## config.mk

```make
export PLATFORM = sky130hd
export DESIGN_NAME = huffman_tree_build
export DESIGN_NICKNAME = d
export VERILOG_FILES = /design/src/rtl/huffman_tree_build.sv
export SDC_FILE = /design/constraint.sdc
export NUM_CORES = 1
export LEC_CHECK = 0
export CORE_UTILIZATION = 50
export DETAILED_ROUTE_END_ITERATION = 8
export MAX_ROUTING_LAYER = met4
export PLACE_DENSITY = 0.83
export SYNTH_ARGS = -nofsm -noshare
export SYNTH_HDL_FRONTEND = slang
export SYNTH_SLANG_ARGS = --single-unit
```

## constraint.sdc

```tcl
create_clock -name CLK -period 6 [get_ports CLK]
set_input_delay 1.5 -clock CLK [delete_from_list [all_inputs] [get_ports CLK]]
set_output_delay 1.5 -clock CLK [all_outputs]
set_load 0.1 [all_outputs]
```

## src/rtl/huffman_tree_build.sv

```systemverilog
// huffman_tree_build
//   Builds an 8-symbol Huffman tree from 8 symbol frequencies using a
//   sequential min-scan: each merge scans the 15-entry pool twice (one entry
//   per cycle) for the two lightest active entries, then merges them.
// Ports
//   CLK, RST                  clock (rising edge), synchronous active-high reset
//   start                     one-cycle build request, accepted only in IDLE
//   freq_0..freq_7            symbol frequencies, captured in the LOAD cycle
//   busy                      high from LOAD through DONE
//   done                      one-cycle pulse; tree outputs valid from here on
//   sat                       a merged weight clipped to 8'hFF during the last build
//   info_node_1..info_node_7  internal node k: {parent[3:0], branch, weight}
//   leaf_info_0..leaf_info_7  leaf s: {parent node index, branch}
module huffman_tree_build #(
  parameter int unsigned WW   = 8,
  parameter int unsigned NSYM = 8
) (
  input  logic            CLK,
  input  logic            RST,
  input  logic            start,
  input  logic [WW-1:0]   freq_0,
  input  logic [WW-1:0]   freq_1,
  input  logic [WW-1:0]   freq_2,
  input  logic [WW-1:0]   freq_3,
  input  logic [WW-1:0]   freq_4,
  input  logic [WW-1:0]   freq_5,
  input  logic [WW-1:0]   freq_6,
  input  logic [WW-1:0]   freq_7,
  output logic            busy,
  output logic            done,
  output logic            sat,
  output logic [WW+4:0]   info_node_1,
  output logic [WW+4:0]   info_node_2,
  output logic [WW+4:0]   info_node_3,
  output logic [WW+4:0]   info_node_4,
  output logic [WW+4:0]   info_node_5,
  output logic [WW+4:0]   info_node_6,
  output logic [WW+4:0]   info_node_7,
  output logic [4:0]      leaf_info_0,
  output logic [4:0]      leaf_info_1,
  output logic [4:0]      leaf_info_2,
  output logic [4:0]      leaf_info_3,
  output logic [4:0]      leaf_info_4,
  output logic [4:0]      leaf_info_5,
  output logic [4:0]      leaf_info_6,
  output logic [4:0]      leaf_info_7
);

  localparam int unsigned NPOOL = 2 * NSYM - 1;
  localparam int unsigned NNODE = NSYM - 1;
  localparam int unsigned NREC  = 4 + 1 + WW;
  localparam logic [3:0]  LAST_IDX  = 4'(NPOOL - 1);
  localparam logic [3:0]  NODE_BASE = 4'(NSYM - 1);
  localparam logic [2:0]  LAST_K    = 3'(NNODE);

  typedef enum logic [2:0] {
    S_IDLE, S_LOAD, S_SCAN1, S_SCAN2, S_MERGE, S_DONE
  } state_t;

  state_t          r_state;
  logic [3:0]      r_idx;
  logic [3:0]      r_min1;
  logic [3:0]      r_min2;
  logic [2:0]      r_k;
  logic            r_found;
  logic [WW-1:0]   r_best;
  logic            r_busy;
  logic            r_done;
  logic            r_sat;

  // Working pool: entries 0..7 leaves, 8..14 internal nodes 1..7
  logic [WW-1:0]   r_w   [NPOOL];
  logic            r_act [NPOOL];
  logic [3:0]      r_par [NPOOL];
  logic            r_br  [NPOOL];

  // Published tree, updated only in DONE
  logic [NREC-1:0] r_node [NNODE];
  logic [4:0]      r_leaf [NSYM];

  logic [WW-1:0]   w_freq [NSYM];
  logic            w_first;
  logic            w_take1;
  logic            w_take2;
  logic [WW:0]     w_sum;
  logic [WW-1:0]   w_merged;
  logic [3:0]      w_new;

  assign w_freq[0] = freq_0;
  assign w_freq[1] = freq_1;
  assign w_freq[2] = freq_2;
  assign w_freq[3] = freq_3;
  assign w_freq[4] = freq_4;
  assign w_freq[5] = freq_5;
  assign w_freq[6] = freq_6;
  assign w_freq[7] = freq_7;

  // Strict less-than in ascending index order: lowest index wins ties.
  // Index 0 restarts the search regardless of the previous scan's result.
  assign w_first = (r_idx == 4'd0);
  assign w_take1 = r_act[r_idx] && (w_first || !r_found || (r_w[r_idx] < r_best));
  assign w_take2 = w_take1 && (r_idx != r_min1);

  // Merge arithmetic with saturation to all-ones
  assign w_sum    = {1'b0, r_w[r_min1]} + {1'b0, r_w[r_min2]};
  assign w_merged = w_sum[WW] ? {WW{1'b1}} : w_sum[WW-1:0];
  assign w_new    = NODE_BASE + {1'b0, r_k};

  // Build FSM with pool and output registers
  always_ff @(posedge CLK) begin
    if (RST) begin
      r_state <= S_IDLE;
      r_idx   <= '0;
      r_min1  <= '0;
      r_min2  <= '0;
      r_k     <= '0;
      r_found <= 1'b0;
      r_best  <= '0;
      r_busy  <= 1'b0;
      r_done  <= 1'b0;
      r_sat   <= 1'b0;
      for (int unsigned i = 0; i < NPOOL; i++) begin
        r_w[i]   <= '0;
        r_act[i] <= 1'b0;
        r_par[i] <= '0;
        r_br[i]  <= 1'b0;
      end
      for (int unsigned i = 0; i < NNODE; i++) r_node[i] <= '0;
      for (int unsigned i = 0; i < NSYM; i++)  r_leaf[i] <= '0;
    end else begin
      r_done <= 1'b0;
      case (r_state)
        S_IDLE: begin
          if (start) begin
            r_state <= S_LOAD;
            r_busy  <= 1'b1;
          end
        end
        S_LOAD: begin
          for (int unsigned i = 0; i < NPOOL; i++) begin
            r_w[i]   <= (i < NSYM) ? w_freq[i] : '0;
            r_act[i] <= (i < NSYM);
            r_par[i] <= '0;
            r_br[i]  <= 1'b0;
          end
          r_sat   <= 1'b0;
          r_k     <= 3'd1;
          r_idx   <= '0;
          r_state <= S_SCAN1;
        end
        S_SCAN1: begin
          if (w_take1) begin
            r_found <= 1'b1;
            r_best  <= r_w[r_idx];
            r_min1  <= r_idx;
          end else if (w_first) begin
            r_found <= 1'b0;
          end
          if (r_idx == LAST_IDX) begin
            r_idx   <= '0;
            r_state <= S_SCAN2;
          end else begin
            r_idx <= r_idx + 4'd1;
          end
        end
        S_SCAN2: begin
          if (w_take2) begin
            r_found <= 1'b1;
            r_best  <= r_w[r_idx];
            r_min2  <= r_idx;
          end else if (w_first) begin
            r_found <= 1'b0;
          end
          if (r_idx == LAST_IDX) begin
            r_idx   <= '0;
            r_state <= S_MERGE;
          end else begin
            r_idx <= r_idx + 4'd1;
          end
        end
        S_MERGE: begin
          r_w[w_new]    <= w_merged;
          r_act[w_new]  <= 1'b1;
          r_act[r_min1] <= 1'b0;
          r_act[r_min2] <= 1'b0;
          r_par[r_min1] <= {1'b0, r_k};
          r_par[r_min2] <= {1'b0, r_k};
          r_br[r_min1]  <= 1'b0;
          r_br[r_min2]  <= 1'b1;
          if (w_sum[WW]) r_sat <= 1'b1;
          if (r_k == LAST_K) begin
            r_state <= S_DONE;
          end else begin
            r_k     <= r_k + 3'd1;
            r_state <= S_SCAN1;
          end
        end
        S_DONE: begin
          for (int unsigned i = 0; i < NNODE - 1; i++)
            r_node[i] <= {r_par[NSYM+i], r_br[NSYM+i], r_w[NSYM+i]};
          // Last node is always the root
          r_node[NNODE-1] <= {4'hF, 1'b1, r_w[NPOOL-1]};
          for (int unsigned i = 0; i < NSYM; i++)
            r_leaf[i] <= {r_par[i], r_br[i]};
          r_done  <= 1'b1;
          r_busy  <= 1'b0;
          r_state <= S_IDLE;
        end
        default: r_state <= S_IDLE;
      endcase
    end
  end

  assign busy = r_busy;
  assign done = r_done;
  assign sat  = r_sat;

  assign info_node_1 = r_node[0];
  assign info_node_2 = r_node[1];
  assign info_node_3 = r_node[2];
  assign info_node_4 = r_node[3];
  assign info_node_5 = r_node[4];
  assign info_node_6 = r_node[5];
  assign info_node_7 = r_node[6];

  assign leaf_info_0 = r_leaf[0];
  assign leaf_info_1 = r_leaf[1];
  assign leaf_info_2 = r_leaf[2];
  assign leaf_info_3 = r_leaf[3];
  assign leaf_info_4 = r_leaf[4];
  assign leaf_info_5 = r_leaf[5];
  assign leaf_info_6 = r_leaf[6];
  assign leaf_info_7 = r_leaf[7];

endmodule

```

Yosys cells after proc, flatten, opt, wreduce, memory -nomap -nowiden
Memories as Yosys holds them, arrays and structs flattened. A register that Yosys moved wholly into a read port is not among the register bits.
Index checks and enable logic that the tools add are counted.
W data, S select, Z words.
{"block": "totals", "register_bits": 30, "latch_bits": 0, "mem_bits_rw": 326, "mem_bits_ro": 0, "input_bits": 67, "elab_cells": 277, "memories": 6}
{"name": "r_w", "words": 15, "word_bits": 8, "rd": 10, "rd_ports_with_merged_regs": 3, "wr": 15, "line_no": "72", "rtl": "logic [WW-1:0] r_w [NPOOL];"}
{"name": "r_node", "words": 7, "word_bits": 13, "rd": 7, "rd_ports_with_merged_regs": 0, "wr": 7, "line_no": "78", "rtl": "logic [NREC-1:0] r_node [NNODE];"}
{"name": "r_par", "words": 15, "word_bits": 3, "rd": 14, "rd_ports_with_merged_regs": 0, "wr": 15, "line_no": "74", "rtl": "logic [3:0] r_par [NPOOL];"}
{"name": "r_leaf", "words": 8, "word_bits": 5, "rd": 8, "rd_ports_with_merged_regs": 0, "wr": 8, "line_no": "79", "rtl": "logic [4:0] r_leaf [NSYM];"}
{"name": "r_act", "words": 15, "word_bits": 1, "rd": 1, "rd_ports_with_merged_regs": 1, "wr": 15, "line_no": "73", "rtl": "logic r_act [NPOOL];"}
{"name": "r_br", "words": 15, "word_bits": 1, "rd": 14, "rd_ports_with_merged_regs": 0, "wr": 15, "line_no": "75", "rtl": "logic r_br [NPOOL];"}
{"block": "op_classes", "add_sub_neg": 4, "n_mul": 0, "n_div": 0, "n_lt_le_gt_ge": 1, "n_eq_ne": 15, "shift": 0, "n_mux": 139, "bitwise_logic": 75, "n_reduce_logical": 27}
{"operator": "$mux W8", "n": 19}
{"operator": "$mux W13", "n": 7}
{"operator": "$or A1 B1 Y1", "n": 75}
{"operator": "$mux W4", "n": 17}
{"operator": "$mux W3", "n": 22}
{"operator": "$mux W1", "n": 59}
{"operator": "$mux W5", "n": 8}
{"operator": "$pmux W8 S2", "n": 1}
{"operator": "$pmux W3 S5", "n": 1}
{"operator": "$ne A2 B2 Y1 const B", "n": 7}
{"operator": "$reduce_and A2 Y1", "n": 5}
{"operator": "$add A8 B8 Y9", "n": 1}
{"operator": "$eq A3 B3 Y1 const B", "n": 3}
{"operator": "$lt A8 B8 Y1", "n": 1}
{"operator": "$pmux W4 S2", "n": 1}
{"operator": "$reduce_bool A2 Y1", "n": 4}
{"operator": "$reduce_or A8 Y1", "n": 1}
{"operator": "$eq A3 B2 Y1 const B", "n": 2}
{"operator": "$pmux W1 S2", "n": 3}
{"operator": "$pmux W3 S2", "n": 1}
{"operator": "$reduce_and A3 Y1", "n": 2}
{"operator": "$reduce_or A3 Y1", "n": 2}
{"operator": "$reduce_or A1 Y1", "n": 5}
{"operator": "$add A3 B3 Y4 const A", "n": 1}
{"operator": "11 further kinds", "n": 13}

Longest topological paths before layout
{"block": "logic_depth", "ltp_word": 8, "mapped_depth": 13, "depth_no_buf": 10}

Worst setup path after synthesis
OpenSTA, ideal clock, no wires.
{"block": "synth_path", "path_kind": "input-to-reg", "from": "in RST", "to": "mem r_leaf[0][0] (enable)", "arrival_time_ns": 4.235, "required_ns": 4.985, "slack_ns": 0.751, "path_stages": 5, "n_path_buf": 3, "cell_sequence": "clkbuf_1 > inv_1 > clkbuf_1 > clkbuf_1 > nand2_1"}
{"item": "start, declared", "line_no": "19", "rtl": "input logic RST,"}
{"item": "end, declared", "line_no": "79"}

==> qor.txt <==
======================================================================================
Status                                                                       completed
Number of DRC violations after detailed-routing iteration 0                       1478
Vias in the first global route                                                   11300
Std-Cell Rows                                                                       67
Congestion Overflow GR                                                               0
Critical setup path kind                                                  flop to flop
Total wire length                                                              46.0 mm
Slew at the pin closest to its max-slew limit                                  1.01 ns
Maximum number of pins on one net before global-route repair                        76
Count of input and output buffers                                                  186
Type of element launching the critical path                                       flop
Met3 Resource Use GR                                                             6.62%
Global Route Usage Sum                                                           26.8%
Max-slew violations                                                                  0
Die extent in x                                                                 187 um
Maximum fanout encountered on the critical timing path                              17
Fraction of final layout cells sized beyond drive strength 1                     13.4%
Setup total negative slack                                                        0 ns
Fin crit share                                                                   87.3%
Number of buffers on the longest clock path                                          3
Data arrival at the endpoint of the critical path                              5.46 ns
Unrepaired setup endpoints after global routing                                  false
Average vias per placed instance                                                  6.16
Time the worst path needs with I/O delays and setup                            5.24 ns
Met2 Usage GRT                                                                   39.7%
Pre-Repair DR Iteration Count                                                        6
Leakage power                                                                  7.24 nW
Cell count after synthesis                                                        1308
Max Cap Viol                                                                         0
Antenna Nets Post-Route                                                              0
Data required time at the worst endpoint                                       6.22 ns
Cell count after placement                                                        1876
Die area                                                                    0.0351 mm2
Count of H-tree levels built during CTS                                              2
Total number of nets in the final design                                          1557
Global-route wire length before repair                                         69.0 mm
Element type at the critical path end                                             flop
Final setup violation count                                                          0
Starting density of the core                                                     51.0%
Met1 Usage GRT                                                                   36.8%
I/O pin cnt                                                                        201
Area growth from synthesis to layout                                             18.9%
CTS tree                                                                          done
Count of clock tree sinks                                                          355
Post-synth EDFFs                                                                   283
Root buffer selected by CTS                                                  clkbuf_16
Initial antenna violation count                                                      2
Main flop type after synthesis                                                edfxtp_1
Commonest non-fill, non-tap cells in the layout                           edfxtp_1 (283), clkdlybuf4s50_1 (186), nand2_1 (151)
CTS Hold Buffers Added                                                               0
Most common cell after layout, fill and taps aside                            edfxtp_1
FILL cells                                                                        2604
Half-perimeter wire length after detailed placement                            33.0 mm
Worst-case setup margin in the final layout                                   0.761 ns
Fraction of the core area covered by cells at the end of the flow                60.6%
Share of async-settable or async-resettable flops after synthesis                   0%
Final weighted congestion in routability-driven placement                        0.972
Layer with the highest usage                                                      met2
Vertical die dimension                                                          187 um
Clock latency of the later-clocked register in the worst-skew pair             0.52 ns
Syn Area/Cell                                                                 13.1 um2
Post-DR wirelength/cell                                                        23.7 um
Area of the core region                                                     0.0337 mm2
Register-to-register setup slack                                               0.76 ns
Number of storage elements in the synthesis netlist                                355
Max-slew headroom                                                                32.2%
Netlist area before placement                                               0.0172 mm2
Buffers inserted by post-CTS timing repair                                           0
Pwr dens                                                                    352 mW/mm2
Inserted Clock Buffers                                                              35
Post-layout instance count excluding filler cells                                 1940
Vias after detailed routing                                                      11900
Clock slew at the register clock pins of the worst setup and hold paths        0.06 ns
Gates resized, CTS repair                                                            0
Remaining design rule violation count                                                0
Kind of path behind the tightest hold check                               flop to flop
Highest ir drop seen on vdd                                                     184 uV
Total number of yosys warnings                                                       0
Maximum operating frequency                                                    191 MHz
Worst setup slack after placement                                             0.916 ns
Portion of the post-synthesis area used by sequential elements                   57.8%
Worst Skew                                                                   0.0207 ns
Number of distinct standard cells referenced by the synthesized netlist             57
Final hold vios                                                                      0
======================================================================================
-- cells by family (layout without fill, tap and decap cells) --
group | count (synthesis) | in the layout | synth area share [%]
xor gates and xnor gates | 8 | 8 | 0.408
other | 1 | 16 | 0.0218
DFF | 355 | 355 | 57.8
muxes | 140 | 140 | 17.0
AOI/OAI and AO/OA | 167 | 167 | 5.84
buffers and inverters | 129 | 298 | 3.38
and+or+nand+nor | 483 | 483 | 13.7
adders and majority gates | 25 | 25 | 1.86
-- metrics by stage --
step | power (mW) | cell area, um2 | hold slack, ns
2_1_floorplan | 4.51 | 17200 | 0.429
3_3_place_gp | 5.08 | 19400 | 0.441
5_1_grt | 7.40 | 20400 | 0.470
6_report | 7.18 | 20400 | 0.462
3_5_place_dp | 5.14 | 19400 | 0.447
4_1_cts | 7.14 | 20400 | 0.459
-- synth_stat cells, types with 14 or more instances --
master / instances / area, um2
edfxtp_1: 283 / 8500
nand2_1: 152 / 571
mux4_2: 121 / 2730
and2_1: 115 / 719
nor2_1: 111 / 417
o21ai_0: 82 / 410
dfxtp_1: 72 / 1440
clkbuf_1: 57 / 214
nor2b_1: 34 / 213
a21oi_1: 27 / 135
inv_1: 26 / 97.6
ha_1: 24 / 300
nand3_1: 24 / 120
buf_4: 20 / 150
mux2i_1: 19 / 190
buf_1: 14 / 52.6
-- layout make-up --
class	instances	area (um2)	area share, %
Sequential cell	355	9940	48.7
Multi-Input combinational cell	837	6750	33.0
Timing Repair Buffer	210	2050	10.1
Clock buffer	50	975	4.77
Tap cell	448	561	2.74
Inverter	26	97.6	0.478
Clock inverter	12	53.8	0.263
Antenna cell	2	5.00	0.0245
-- path summary, 6_finish.rpt --
path         cells past startpoint                  end        startpoint
max                             10  r_w[5][2]$_DFFE_PP_              flop
min                              2     r_br[10]$_DFF_P_  r_br[10]$_DFF_P_
max reg2reg                     10  r_w[5][2]$_DFFE_PP_              flop
min reg2reg                      2     r_br[10]$_DFF_P_  r_br[10]$_DFF_P_
-- critical path, cell delays in order (launching register included) --
cell     delay (ns)
dfxtp_2        0.73
buf_4          0.44
mux4_2         0.55
mux4_2         0.53
fa_1           0.45
a21o_1         0.18
a21oi_1        0.34
o21ai_0        0.14
a221o_1        0.47
nor2_1         0.83
o21ai_0        0.26
-- flip-flops by register name, summed over array words and instances, names as in the netlist, named ones only --
signal / flops
r_leaf: 32
r_min1: 4
r_k: 3
r_state: 3
r_node: 81
r_min2: 4
r_found: 1
r_best: 8
done: 1
r_br: 14
r_par: 42
busy: 1
sat: 1
r_w: 128
r_idx: 4
r_act: 16
-- report_power, final --
group	internal, mW	switching, mW	total, mW
registers	3.02	0.248	3.27
logic	0.655	1.23	1.89
clock network	1.13	0.896	2.03
-- per-layer routing --
metal  share of wire, %  vias to the layer above  wire length (um)
met1                 39                     5850             17800
met4                2.8                        0              1290
met3                 13                       93              5920
met2                 46                      866             21000
li1                   -                     5137                 -
met5                  0                        -                 0
Power figures use the tool's default switching activity.
